## config.mk

```make
export PLATFORM = sky130hd
export DESIGN_NAME = random_delay
export DESIGN_NICKNAME = d
export VERILOG_FILES = /design/src/rtl/random_delay.sv
export SDC_FILE = /design/constraint.sdc
export NUM_CORES = 1
export LEC_CHECK = 0
export CORE_MARGIN = 2
export CORE_UTILIZATION = 57
export DETAILED_ROUTE_END_ITERATION = 10
export DONT_BUFFER_PORTS = 1
export PLACE_DENSITY = 0.75
export SLEW_MARGIN = 20
export SYNTH_ARGS = -nofsm -noshare
export SYNTH_HDL_FRONTEND = slang
export SYNTH_SLANG_ARGS = --single-unit
```

## constraint.sdc

```tcl
create_clock -name clk -period 2.6 [get_ports clk]
set_input_delay 0.26 -clock clk [delete_from_list [all_inputs] [get_ports clk]]
set_output_delay 0.26 -clock clk [all_outputs]
set_load 0.02 [all_outputs]
```

## src/rtl/random_delay.sv

```systemverilog
// Random start delay for the reaction timer: a free-running 7-bit LFSR picks
// a millisecond count that is timed out after the sequencer requests a delay.
module random_delay #(
  parameter int CLK_PER_MS   = 50000,
  parameter int MIN_DELAY_MS = 250,
  parameter int STEP_MS      = 20
) (
  input  logic       clk,
  input  logic       rst,
  input  logic       en_lfsr,
  input  logic       start_delay,
  output logic       time_out,
  output logic       delay_active,
  output logic [6:0] lfsr_q
);

  typedef enum logic [1:0] {
    IDLE  = 2'd0,
    COUNT = 2'd1,
    DONE  = 2'd2
  } state_t;

  localparam logic [15:0] PRESC_LAST = 16'(CLK_PER_MS - 1);
  localparam logic [15:0] MIN_W      = 16'(MIN_DELAY_MS);
  localparam logic [15:0] STEP_W     = 16'(STEP_MS);

  state_t      state, state_next;
  logic [15:0] prescaler;
  logic [15:0] ms_cnt;
  logic [15:0] load_ms;
  logic        start_d;
  logic        rise;
  logic        ms_tick;
  logic        last_ms;

  assign rise    = start_delay & ~start_d;
  assign ms_tick = (prescaler == PRESC_LAST);
  assign last_ms = (ms_cnt == 16'd1);
  assign load_ms = MIN_W + ({9'd0, lfsr_q} * STEP_W);

  // NOTE: every combinational output gets a default first so no path infers a latch.
  always_comb begin
    state_next = state;
    case (state)
      IDLE:    if (rise) state_next = COUNT;
      // Dropping the request beats the terminal millisecond.
      COUNT: begin
        if (!start_delay)          state_next = IDLE;
        else if (ms_tick && last_ms) state_next = DONE;
      end
      DONE:    state_next = IDLE;
      default: state_next = IDLE;
    endcase
  end

  // NOTE: sequential state uses non-blocking assignments so all registers update together.
  always_ff @(posedge clk) begin
    if (rst) state <= IDLE;
    else     state <= state_next;
  end

  always_ff @(posedge clk) begin
    if (rst)                 lfsr_q <= 7'h01;
    else if (lfsr_q == 7'h0) lfsr_q <= 7'h01;
    else if (en_lfsr)        lfsr_q <= {lfsr_q[5:0], lfsr_q[6] ^ lfsr_q[5]};
  end

  always_ff @(posedge clk) begin
    if (rst) start_d <= 1'b0;
    else     start_d <= start_delay;
  end

  // Load uses the LFSR value present before this edge's shift.
  always_ff @(posedge clk) begin
    if (rst) begin
      prescaler <= '0;
      ms_cnt    <= '0;
    end else begin
      case (state)
        IDLE: begin
          if (rise) begin
            ms_cnt    <= load_ms;
            prescaler <= '0;
          end
        end
        COUNT: begin
          if (ms_tick) begin
            prescaler <= '0;
            if (!last_ms) ms_cnt <= ms_cnt - 16'd1;
          end else begin
            prescaler <= prescaler + 16'd1;
          end
        end
        default: ;
      endcase
    end
  end

  assign time_out     = (state == DONE);
  assign delay_active = (state == COUNT);

endmodule

```

# [After elaboration in Yosys (flattened, before gate mapping)]
# Cells that the tools add are included.
[word_totals] reg_bits=42 latch_bits=0 ram_bits=0 rom_bits=0 inputBits=4 out_inout_bits=9 word_cells=39 mem_count=0
[classes] addsub=3 mul=1 div=0 magnitude_cmp=0 eq_ne=8 shifts=0 mux=11 n_bitwise=3 n_reduce_logical=8
[op_table] operator="$mux W16" count=5
[op_table] operator="$pmux W16 S2" count=2
[op_table] operator="$add A16 B1 Y16 const B" count=1
[op_table] operator="$eq A16 B1 Y1 const B" count=1
[op_table] operator="$eq A16 B16 Y1 const B" count=1
[op_table] operator="$sub A16 B1 Y16 const B" count=1
[op_table] operator="$add A8 B12 Y13 const A" count=1
[op_table] operator="$mul A7 B3 Y10 const B" count=1
[op_table] operator="$logic_not A7 Y1" count=1
[op_table] operator="$mux W2" count=3
[op_table] operator="$ne A2 B2 Y1 const B" count=2
[op_table] operator="$pmux W2 S2" count=1
[op_table] operator="$reduce_and A2 Y1" count=2
[op_table] operator="$reduce_and A4 Y1" count=1
[op_table] operator="$ne A3 B2 Y1 const B" count=1
[op_table] operator="$eq A2 B1 Y1 const B" count=1
[op_table] operator="$eq A2 B2 Y1 const B" count=1
[op_table] operator="$logic_not A2 Y1" count=1
[op_table] operator="$ne A2 B1 Y1 const B" count=1
[op_table] operator="$reduce_bool A2 Y1" count=1
[op_table] operator="$reduce_or A2 Y1" count=1
[op_table] operator="$and A1 B1 Y1" count=1
[op_table] operator="$logic_and A1 B1 Y1" count=1
[op_table] operator="$not A1 Y1" count=1
[op_table] operator="$xor A1 B1 Y1" count=1

# [Logic depth before layout (Yosys ltp)]
# Gate-level depths: netlist (run 1).
[logic_depth] depth_word=5 depth_mapped=9 ltp_nobuf=9

# [Least setup slack after synthesis (run 1)]
# Ideal clock, no wire load.
[synth_path] kind="register to register" startpoint="reg lfsr_q[1]" endpoint="reg ms_cnt[11]" setup_time_ns=0.125 t_arrival_ns=2.556 required_ns=2.475 setup_slack_ns=-0.081 path_stages_with_launch=10 n_path_buf=0 synth_period_minus_slack_ns=2.681 path_cell_list="dfxtp_1 > ha_1 > ha_1 > fa_1 > or3b_2 > nor2_1 > nor3_1 > o31ai_1 > o21ai_0 > o2bb2ai_1"
[synth_between] elab_chain_cells=4
[synth_lines] element="from (decl)" line="14" source="output logic [6:0] lfsr_q"
[synth_lines] element="from (signal assigned)" line="65" source="else if (en_lfsr) lfsr_q <= {lfsr_q[5:0], lfsr_q[6] ^ lfsr_q[5]};"
[synth_lines] element="$mul A7 B3 Y10" line="39" source="assign load_ms = MIN_W + ({9'd0, lfsr_q} * STEP_W);"
[synth_lines] element="$add A8 B12 Y13" line="39"
[synth_lines] element="$mux W16" line="81" source="if (rise) begin"
[synth_lines] element="$pmux W16 S2" line="79" source="case (state)"
[synth_lines] element="to (signal assigned)" line="82" source="ms_cnt <= load_ms;"
[synth_lines] element="to (signal assigned)" line="89" source="if (!last_ms) ms_cnt <= ms_cnt - 16'd1;"
[synth_lines] element="to (decl)" line="29" source="logic [15:0] ms_cnt;"
# Every way passes these cells. The select of a mux whose other input is x is not followed.
# A chain may end at the register's enable or synchronous reset.

# [Worst setup path in the final report (run 1)]
[layout_path] startpoint="reg lfsr_q[1]" endpoint="reg ms_cnt[10]"
# The elaborated chain is that of the path after synthesis.

==> parameters.txt, run 1 <==
Parameter                              Value

Die
  Die outline height    slightly above 70 um
  Row cnt    24
  Horiz. Die Dim    71.6 um
  Core Box Area    4380 um^2
  Floorplan die area    5120 um^2
  Starting density of the core    0.594
  Count of pins on the block boundary    13

Logic synthesis
  Fraction of synthesized cell area taken by the top area cell type    0.323
  Library cell with the highest instance count after synthesis    nor2_1
  Count of flip-flops with a built-in enable after synthesis    0
  Largest family of logic cells by synthesized area    simple AND/OR/NAND/NOR gates
  Number of storage elements in the synthesis netlist    42
  Cells taking the most area after synthesis    dfxtp_1, nor2_1, ha_1, a21oi_1, xnor2_1
  Mux share of post-synthesis cell area    0.0274
  Post-synthesis sequential area ratio    0.323
  Netlist Area Pre-Place    2600 um^2
  Top post-synthesis cells by count    nor2_1, dfxtp_1, a21oi_1, ha_1, o21ai_0
  Cell type contributing the most total cell area after synthesis    dfxtp_1
  Main synth FF type    dfxtp_1
  Share of synthesized cell area in full adder, half adder and majority cells    0.0750
  Post-synthesis cell count    approximately 320
  Compound-cell area share of the yosys netlist    0.175
  Number of library cell types mapped by synthesis    56
  Warnings, synthesis    0
  Average instance area after synthesis    8.03 um^2
  Synth Area in Simple Gates    0.304
  Xor-xnor portion of the synthesized cell area    0.0606
  Synth Net Count    between 300 and 400
  Fraction of synthesis flops using an asynchronous set or reset pin    0

STA
  Clock tree skew after final layout    0.00368 ns
  Count of final hold-check violations    0
  Setup-violating endpoint count in the final report    0
  Final WS setup    0.106 ns
  Slew at the pin closest to its max-slew limit    between 0.5 and 0.6 ns
  Peak Freq    401 MHz
  Fraction of the cycle the final worst path needs    0.959
  Final worst path period need    roughly 2.5 ns
  Max_slew headroom    0.649
  Max Transition Viols Final    0

Worst setup path
  CP Capture Type    register
  Setup CP Type    reg -> reg
  Data required time of the worst path    2.82 ns
  Data arrival time of the critical path    2.71 ns
  CP Launch Type    register
  Chain of cells forming the critical path    ha_1, ha_2, fa_1, a211oi_2, nor3b_1, nor2_1, nand3_1, a21boi_0, o31ai_2
  Number of buffer and inverter instances along the worst setup path    0
  Family with the most delay on the worst path    adder cells
  Worst path slowest cell    fa_1
  Largest incremental delay on the critical path    0.47 ns
  Critical path fanouts, max    3

Clock network
  TritonCTS sink count    between 40 and 50
  Resized Gates After CTS    0
  Number of setup buffers added after CTS    0
  CTS tree    built
  Clock buffers created by TritonCTS    5
  Root Driver    clkbuf_8
  Register clock-pin slew on the reported worst setup and hold paths    0.08 ns
  Clock Path Buffers    2
  Total number of H-tree levels    2
  Count of hold buffers inserted by post-cts repair    0
  Clk_lat worst skew    0.29 ns

Min path
  Hold/Removal Path Class    in -> reg

Finish
  Net count reported at finish    352
  Total non-filler cell area in the finished layout    between 2000 and 3000 um^2
  N_diodes    0
  Layout Area Growth over Synthesis    9.04%
  Fraction of final layout cells with drive strength greater than 1    0.120
  Filler Cells Inserted    slightly below 400

Placed design
  Dpl ws    0.0362 ns
  Placed wire-length estimate after detailed placement    4.04 mm
  Routability cong.    0.838
  Placed standard-cell area    between 2000 and 3000 um^2
  IO Port Bufs    0

Drt
  Drt total wl    5.54 mm
  Total number of vias    ~2.3k
  Number of detailed-routing iterations run before antenna repair    4
  Average wire per cell in the routed design    14.4 um
  Initial DRC count    140
  Routed met2 length    2.63 mm
  Highest routed metal layer    met4
  Remaining antenna violation count    0
  DR WL met3    195 um
  Detailed-route wire length on metal 1    around 2.7 mm
  Via density per instance    between 6 and 7
  DR DRC count    0

Global route
  Global-route wire length before repair    9.51 mm
  Largest net degree at the start of global routing    29
  Number of antenna violations at the first check in global routing    0
  Overall track demand over capacity in global routing    0.228
  Leftover overflow at the end of global routing    0
  Via count of the first global-routing pass    2199

Pwr
  Total power divided by cell area    515 nW/um^2
  Maximum ir drop on the vdd rail    307 uV
  Pleak    about 1.1 nW

Run
  Maxcap violations    0

Run status
  Run status    finished, final reports clean
routing by layer:
layer,vias up,track usage
met5,-,0
met4,0,0.0692
met3,9,0.0422
met2,41,0.387
met1,1103,0.296
li1,1188,-
cells by family (layout without fill, tap and decap cells):
| kind of cell | after synthesis | in the layout |
|---|---|---|
| compound gates | 72 | 72 |
| xor+xnor | 18 | 18 |
| fa+ha+maj | 15 | 15 |
| buf+inv | 23 | 33 |
| flops | 42 | 42 |
| mux | 7 | 7 |
| simple gates | 147 | 147 |
placed cells by master, fill, tap and decap left out, types with 2 or more instances in the layout:
| master | count |
|---|---|
| mux2i_1 | 6 |
| nand4_1 | 7 |
| clkbuf_8 | 6 |
| xor2_1 | 7 |
| or3_1 | 9 |
| buf_4 | 14 |
| nor2b_1 | 3 |
| xnor2_1 | 11 |
| inv_1 | 11 |
| nand3b_1 | 4 |
| o21ba_2 | 2 |
| nor4b_1 | 2 |
| nand2_1 | 12 |
| nor3b_1 | 3 |
| nor2_1 | 56 |
| a31oi_1 | 3 |
| nor4_1 | 8 |
| a21o_1 | 2 |
| o21ai_1 | 9 |
| dfxtp_1 | 40 |
| o21ai_0 | 12 |
| or2_2 | 3 |
| a21oi_1 | 24 |
| nand2b_1 | 7 |
| o2bb2ai_1 | 2 |
| nor4_4 | 2 |
| dfxtp_2 | 2 |
| a211oi_2 | 2 |
| nor3_1 | 11 |
| o211ai_1 | 2 |
| ha_1 | 13 |
| nand3_1 | 10 |
worst paths after layout:
check	endpoint	slack, ns	start	cells after the start
worst max-delay path	ms_cnt[10]	0.11	lfsr_q[1]	9
worst min-delay path	state[0]	0.03	rst	1
worst max register to register	ms_cnt[10]	0.11	lfsr_q[1]	9
worst min register to register	ms_cnt[12]	0.49	ms_cnt[12]	2
metrics by stage:
step | utilization | cells | total power [W] | setup TNS (ns) | hold WS, ns
after floorplan | - | 324 | 0.000962 | 0 | 0.388
after global placement | 0.622 | 378 | 0.00103 | 0 | 0.334
after detailed placement | 0.622 | 378 | 0.00104 | 0 | 0.336
after CTS | 0.643 | 386 | 0.00147 | 0 | 0.0200
after global routing | 0.647 | 386 | 0.00154 | -0.0172 | 0.0191
final | 0.647 | 386 | 0.00146 | 0 | 0.0262
registers in the layout, indices dropped and copies added (netlist names):
signal,flops
state,2
ms_cnt,16
prescaler,16
lfsr_q,7
start_d,1
layout make-up:
cell class                 count  area [um^2]  area share
clock inverter                 1         5.00     0.00176
timing repair buffer          14          105      0.0370
sequential                    42          843       0.297
tap                           52         65.1      0.0229
inverter                      11         41.3      0.0146
clock buffer                   7         86.3      0.0304
multi-input combinational    259         1690       0.596
where the power goes:
group	switching, W	internal [W]
Clock	0.000219	0.000214
Sequential	0.0000284	0.000674
Combinational	0.000195	0.000132
Total	0.000443	0.00102
Note: power is estimated with default switching activity, not from simulation.
==> run 2: changes to the inputs <==
CELL_PAD_IN_SITES_DETAIL_PLACEMENT = 1   (was default)
CELL_PAD_IN_SITES_GLOBAL_PLACEMENT = 2   (was default)
CORE_UTILIZATION = 35   (was 57)
PLACE_DENSITY = default   (was 0.75)
PLACE_DENSITY_LB_ADDON = 0.1   (was default)
==> parameters.txt, run 2 (same netlist as run 1, synthesis figures left out) <==
Parameter                              Value

Pwr
  Maximum ir drop on the vdd rail    203 uV (-34%)
  Pwr Total    0.00152 W (+3.9%)
  Total power divided by cell area    513 nW/um^2 (-0.36%)
  Pleak    1.13 nW (+2.2%)

STA
  Max_slew headroom    0.645 (-0.00354)
  Max Transition Viols Final    0 (unchanged)
  Peak Freq    409 MHz (+1.9%)
  Fraction of the cycle the final worst path needs    0.941 (-0.0183)
  Total negative setup slack    0 ns (unchanged)
  Count of final hold-check violations    0 (unchanged)
  Final worst path period need    2.45 ns (-0.0476 ns)
  Clock tree skew after final layout    0.00558 ns (+0.00190 ns)
  Slew at the pin closest to its max-slew limit    0.527 ns (+0.00526 ns)
  Setup-violating endpoint count in the final report    0 (unchanged)

Worst setup path
  Worst path slowest cell    fa_2
  Number of buffer and inverter instances along the worst setup path    0 (unchanged)
  Register-to-register setup slack    0.15 ns (+0.05 ns)
  CP Launch Type    register
  Largest incremental delay on the critical path    0.43 ns (-0.04 ns)
  Chain of cells forming the critical path    ha_1, ha_1, fa_2, or3b_4, nor2_2, nor3_2, o31ai_1, o21ai_0, o2bb2ai_1
  Source of the worst register-to-register timing path    lfsr_q[1]
  Capturing point of the worst reg2reg path    ms_cnt[11]
  Worst Setup EP    ms_cnt[11]
  Data required time of the worst path    2.80 ns (-0.02 ns)
  Reg2reg path depth    9 (unchanged)
  CP Capture Type    register
  CP Launch Point    lfsr_q[1]
  Setup CP Type    reg -> reg
  CP dominant cell by count    ha_1
  Cell depth of the worst setup path    9 (unchanged)
  Family with the most delay on the worst path    adder cells
  Critical path fanouts, max    3 (unchanged)
  Data arrival time of the critical path    2.65 ns (-0.06 ns)

Finish
  N_diodes    0 (unchanged)
  Net count reported at finish    357 (+1.4%)
  Fraction of final layout cells with drive strength greater than 1    0.142 (+0.0218)
  Largest regs    ms_cnt x16, prescaler x16, lfsr_q x7
  Non-Filler Instances    438 (+13%)
  Total non-filler cell area in the finished layout    2960 um^2 (+4.3%)
  Layout Area Growth over Synthesis    13.7%
  Most common cell after layout, fill and taps aside    nor2_1
  Commonest cells after routing, fill and taps aside    nor2_1, dfxtp_1, a21oi_1, buf_4, ha_1

Drt
  Number of detailed-routing iterations run before antenna repair    4 (unchanged)
  Total number of vias    2380 (+1.7%)
  Average wire per cell in the routed design    16.1 um (+12%)
  Via density per instance    5.43 (-10%)
  Remaining antenna violation count    0 (unchanged)
  Drt total wl    7.05 mm (+27%)
  Initial DRC count    44 (-69%)
  DR DRC count    0 (unchanged)

Die
  Floorplan die area    8140 um^2 (+59%)
  Core Box Area    7210 um^2 (+65%)
  Count of pins on the block boundary    13 (unchanged)
  Starting density of the core    0.361 (-0.233)
  Die outline height    90.2 um (+26%)
  Horiz. Die Dim    90.2 um (+26%)
  Row cnt    31 (+29%)

Global route
  Largest net degree at the start of global routing    29 (unchanged)
  Via count of the first global-routing pass    2458 (+12%)
  Number of antenna violations at the first check in global routing    0 (unchanged)
  Leftover overflow at the end of global routing    0 (unchanged)
  Overall track demand over capacity in global routing    0.183 (-0.0453)
  Global-route wire length before repair    12.2 mm (+28%)

Clock network
  TritonCTS sink count    42 (unchanged)
  CTS tree    built
  Clock Path Buffers    2 (unchanged)
  Clk_lat worst skew    0.30 ns (about the same)
  Register clock-pin slew on the reported worst setup and hold paths    0.09 ns (about the same)
  Total number of H-tree levels    2 (unchanged)
  Clock buffers created by TritonCTS    5 (unchanged)
  Root Driver    clkbuf_8
  Number of setup buffers added after CTS    0 (unchanged)

Placed design
  IO Port Bufs    0 (unchanged)
  Placed wire-length estimate after detailed placement    5.10 mm (+26%)
  Placed standard-cell area    2810 um^2 (+3.0%)
  Placed Cells    428 (+13%)
  Routability cong.    0.753 (-10%)

Min path
  Hold/Removal Path Class    in -> reg

Run status
  Run status    finished, final reports clean

Run
  Maxcap violations    0 (unchanged)
==> run 2: cell types whose count changed in the layout (fill, tap and decap cells not counted), moves of 2 or more <==
cell / previous run / this run
buf_4: 14 / 17
dlygate4sd3_1: 0 / 2
nor2_1: 56 / 54
nor2_2: 0 / 2
==> run 2: power breakdown <==
part / total (W) / switching [W] / internal, W
Sequential: 0.000703 / 0.0000292 / 0.000674
Combinational: 0.000349 / 0.000211 / 0.000138
Clock: 0.000468 / 0.000253 / 0.000214
Total: 0.00152 / 0.000494 / 0.00103
==> run 2: layout make-up <==
cell class | count | area [um^2]
timing repair buffer | 19 | 148
clock buffer | 6 | 82.6
multi-input combinational | 259 | 1710
sequential | 42 | 843
clock inverter | 2 | 12.5
inverter | 11 | 41.3
tap | 99 | 124
fill | 897 | 4260
==> run 2: worst min-delay path by stage <==
stage                           start             to  slack, ns  depth (start not counted)
after floorplan           start_delay        start_d       0.39                          1
after global placement            rst      ms_cnt[5]       0.33                          1
after detailed placement          rst      ms_cnt[5]       0.34                          1
after CTS                         rst      ms_cnt[2]     0.0004                          1
after global routing              rst  prescaler[12]     0.0004                          1
final                             rst      ms_cnt[2]       0.01                          1
==> run 2: worst register-to-register path, stage by stage, from the launching register on <==
cell	delay, ns
dfxtp_2	0.33
ha_1	0.29
ha_1	0.24
fa_2	0.43
or3b_4	0.40
nor2_2	0.10
nor3_2	0.06
o31ai_1	0.24
o21ai_0	0.12
o2bb2ai_1	0.12
==> run 2: per-layer routing <==
metal / vias up / routed length (um) / track usage
met4: 0 / 107 / 0.0526
met3: 9 / 133 / 0.0302
met5: - / 0 / 0
met2: 20 / 3450 / 0.321
li1: 1190 / - / -
met1: 1161 / 3360 / 0.231
==> run 2: stage by stage <==
step / worst slack [ns] / util / hold slack [ns]
final: 0.154 / 0.410 / 0.0136
after global routing: -0.00129 / 0.410 / 0.000393
after CTS: 0.00776 / 0.404 / 0.000406
after detailed placement: 0.0242 / 0.389 / 0.335
after global placement: 0.0813 / 0.389 / 0.334
after floorplan: 0.0486 / - / 0.388
==> run 2: timing repair <==
action	CTS	global route
resized for setup	1	8
setup endpoints to repair	1	4
pin swaps	0	3
hold buffers	1	1
endpoints found under the hold margin	1	1
cloned	0	0
==> run 3: changes to the inputs <==
CORE_UTILIZATION = 36   (was 35)
CTS_BUF_LIST = sky130_fd_sc_hd__clkbuf_4   (was default)
==> parameters.txt, run 3 (same netlist as run 1, synthesis figures left out) <==
Parameter                              Value

Min path
  Number of stages on the worst hold path    1 (unchanged)
  Hold/Removal Path Class    in -> reg

Die
  Horiz. Die Dim    89.0 um (-1.3%)
  Die outline height    89.0 um (-1.3%)
  Starting density of the core    0.377 (+0.0161)
  Core Box Area    6910 um^2 (-4.3%)
  Row cnt    30 (-3.2%)
  Count of pins on the block boundary    13 (unchanged)
  Floorplan die area    7930 um^2 (-2.7%)

Clock network
  CTS tree    built
  TritonCTS sink count    42 (unchanged)
  Clock Path Buffers    2 (unchanged)
  Clk_lat worst skew    0.36 ns (+0.06 ns)
  Root Driver    clkbuf_4
  Clock buffers created by TritonCTS    5 (unchanged)
  Total number of H-tree levels    2 (unchanged)
  Register clock-pin slew on the reported worst setup and hold paths    0.15 ns (+0.06 ns)

Worst setup path
  CP Launch Type    register
  Setup CP Type    reg -> reg
  Cell depth of the worst setup path    9 (unchanged)
  Data required time of the worst path    2.84 ns (+0.04 ns)
  Chain of cells forming the critical path    buf_4, ha_1, ha_1, a211oi_2, nor3b_2, o22a_1, or3_1, a21boi_0, o31ai_2
  Number of buffer and inverter instances along the worst setup path    1 (+1)
  Reg2reg path depth    9 (unchanged)
  CP Capture Type    register
  CP dominant cell by count    ha_1
  Data arrival time of the critical path    2.71 ns (+0.06 ns)
  Family with the most delay on the worst path    compound AO/OA/AOI/OAI gates
  Largest incremental delay on the critical path    0.36 ns (-0.07 ns)
  Critical path fanouts, max    5 (+2)
  Worst path slowest cell    dfxtp_2

Finish
  Largest regs    ms_cnt x16, prescaler x16, lfsr_q x7
  Fraction of final layout cells with drive strength greater than 1    0.145 (+0.00295)
  Most common cell after layout, fill and taps aside    nor2_1
  Utilization of the core after routing    0.426 (+0.0157)
  Non-Filler Instances    435 (-0.68%)
  Commonest cells after routing, fill and taps aside    nor2_1, dfxtp_1, a21oi_1, buf_4
  Layout Area Growth over Synthesis    13.0%
  Net count reported at finish    357 (unchanged)
  N_diodes    0 (unchanged)
  Filler Cells Inserted    881 (-1.8%)

Global route
  Number of antenna violations at the first check in global routing    0 (unchanged)
  Leftover overflow at the end of global routing    0 (unchanged)
  Overall track demand over capacity in global routing    0.187 (+0.00356)
  Via count of the first global-routing pass    2356 (-4.1%)
  Largest net degree at the start of global routing    23 (-21%)
  Global-route wire length before repair    11.5 mm (-5.3%)

Placed design
  Routability cong.    0.772 (+2.6%)
  IO Port Bufs    0 (unchanged)
  Placed Cells    423 (-1.2%)
  Placed wire-length estimate after detailed placement    5.12 mm (+0.36%)

Drt
  Average wire per cell in the routed design    16.0 um (-0.37%)
  Number of detailed-routing iterations run before antenna repair    4 (unchanged)
  Remaining antenna violation count    0 (unchanged)
  Via density per instance    5.40 (-0.58%)
  Total number of vias    2350 (-1.3%)
  DR DRC count    0 (unchanged)
  Drt total wl    6.97 mm (-1.1%)
  Initial DRC count    58 (+32%)

Run status
  Run status    finished, final reports clean

STA
  Max_slew headroom    0.309 (-0.337)
  Slew at the pin closest to its max-slew limit    1.03 ns (+0.506 ns)
  Total negative setup slack    0 ns (unchanged)
  Clock tree skew after final layout    0.0172 ns (+0.0116 ns)
  Max Transition Viols Final    0 (unchanged)
  Count of final hold-check violations    0 (unchanged)
  Setup repair after global routing missed its margin    false
  Setup-violating endpoint count in the final report    0 (unchanged)
  Final worst path period need    2.47 ns (+0.0226 ns)
  Fraction of the cycle the final worst path needs    0.950 (+0.00870)
  Peak Freq    405 MHz (-0.92%)

Pwr
  Relative contribution of the clock network to total power    0.243 (-0.065)
  Reported net switching power    0.000483 W (-2.2%)
  Fraction of power consumed by combinational cells    0.256 (+0.026)
  Part of the power in registers    0.501 (+0.038)
  Total power divided by cell area    478 nW/um^2 (-6.8%)
  Int Pwr    0.000924 W (-9.9%)
  Pleak    1.10 nW (-2.0%)
  Fraction of power spent switching nets    0.343 (+0.0181)
  Maximum ir drop on the vdd rail    156 uV (-23%)

Run
  Maxcap violations    0 (unchanged)
[run 3: per-stage QoR]
step	setup WS [ns]	power, W	cell area [um^2]	hold slack (ns)
6_report	0.131	0.00141	2940	0.0375
3_5_place_dp	0.000956	0.00106	2790	0.337
5_1_grt	0.0207	0.00150	2940	0.0244
3_3_place_gp	0.0589	0.00105	2790	0.336
4_1_cts	0.0384	0.00142	2870	0.0221
2_1_floorplan	0.0486	0.000962	2610	0.388
[run 3: worst reg2reg max path: stages, from the launching register on]
cell and delay (ns):
dfxtp_2 0.36, buf_4 0.17, ha_1 0.31, ha_1 0.25
a211oi_2 0.28, nor3b_2 0.12, o22a_1 0.24, or3_1 0.31
a21boi_0 0.23, o31ai_2 0.10
[run 3: layout make-up]
type | instances | area (um^2) | share of cell area
Timing Repair Buffer | 19 | 148 | 0.0502
Inverter | 11 | 41.3 | 0.0140
Clock buffer | 5 | 37.5 | 0.0128
Tap cell | 96 | 120 | 0.0408
Sequential cell | 42 | 843 | 0.287
Multi-Input combinational cell | 259 | 1730 | 0.588
Clock inverter | 3 | 21.3 | 0.00723
[run 3: what timing repair did]
| item | 4_1_cts | 5_1_grt |
|---|---|---|
| hold buffers | 2 | 0 |
| pin swaps | 1 | 6 |
| resized for setup | 2 | 10 |
| setup endpoints to repair | 1 | 3 |
| buffers inserted | 0 | 2 |
| hold endpoints to repair | 22 | 0 |
[run 3: worst paths after layout]
kind                    start         end  slack [ns]
setup / recovery    lfsr_q[3]  ms_cnt[10]        0.13
hold reg to reg    ms_cnt[12]  ms_cnt[12]        0.50
hold / removal    start_delay    state[1]        0.04
setup reg to reg    lfsr_q[3]  ms_cnt[10]        0.13
[run 3: power by group through the flow]
stage | clock [W] | combinational (W) | sequential (W)
after CTS | 0.000364 | 0.000350 | 0.000704
after global routing | 0.000380 | 0.000408 | 0.000710
after global placement | 0 | 0.000333 | 0.000717
final | 0.000342 | 0.000361 | 0.000704
after detailed placement | 0 | 0.000338 | 0.000718
after floorplan | 0 | 0.000244 | 0.000718
[run 3: per-layer routing]
layer / share of wire / GRT usage / wire length (um)
met5: 0 / 0 / 0
met3: 0.016 / 0.0323 / 113
met4: 0.0083 / 0.0366 / 58
met2: 0.47 / 0.311 / 3250
met1: 0.51 / 0.256 / 3550
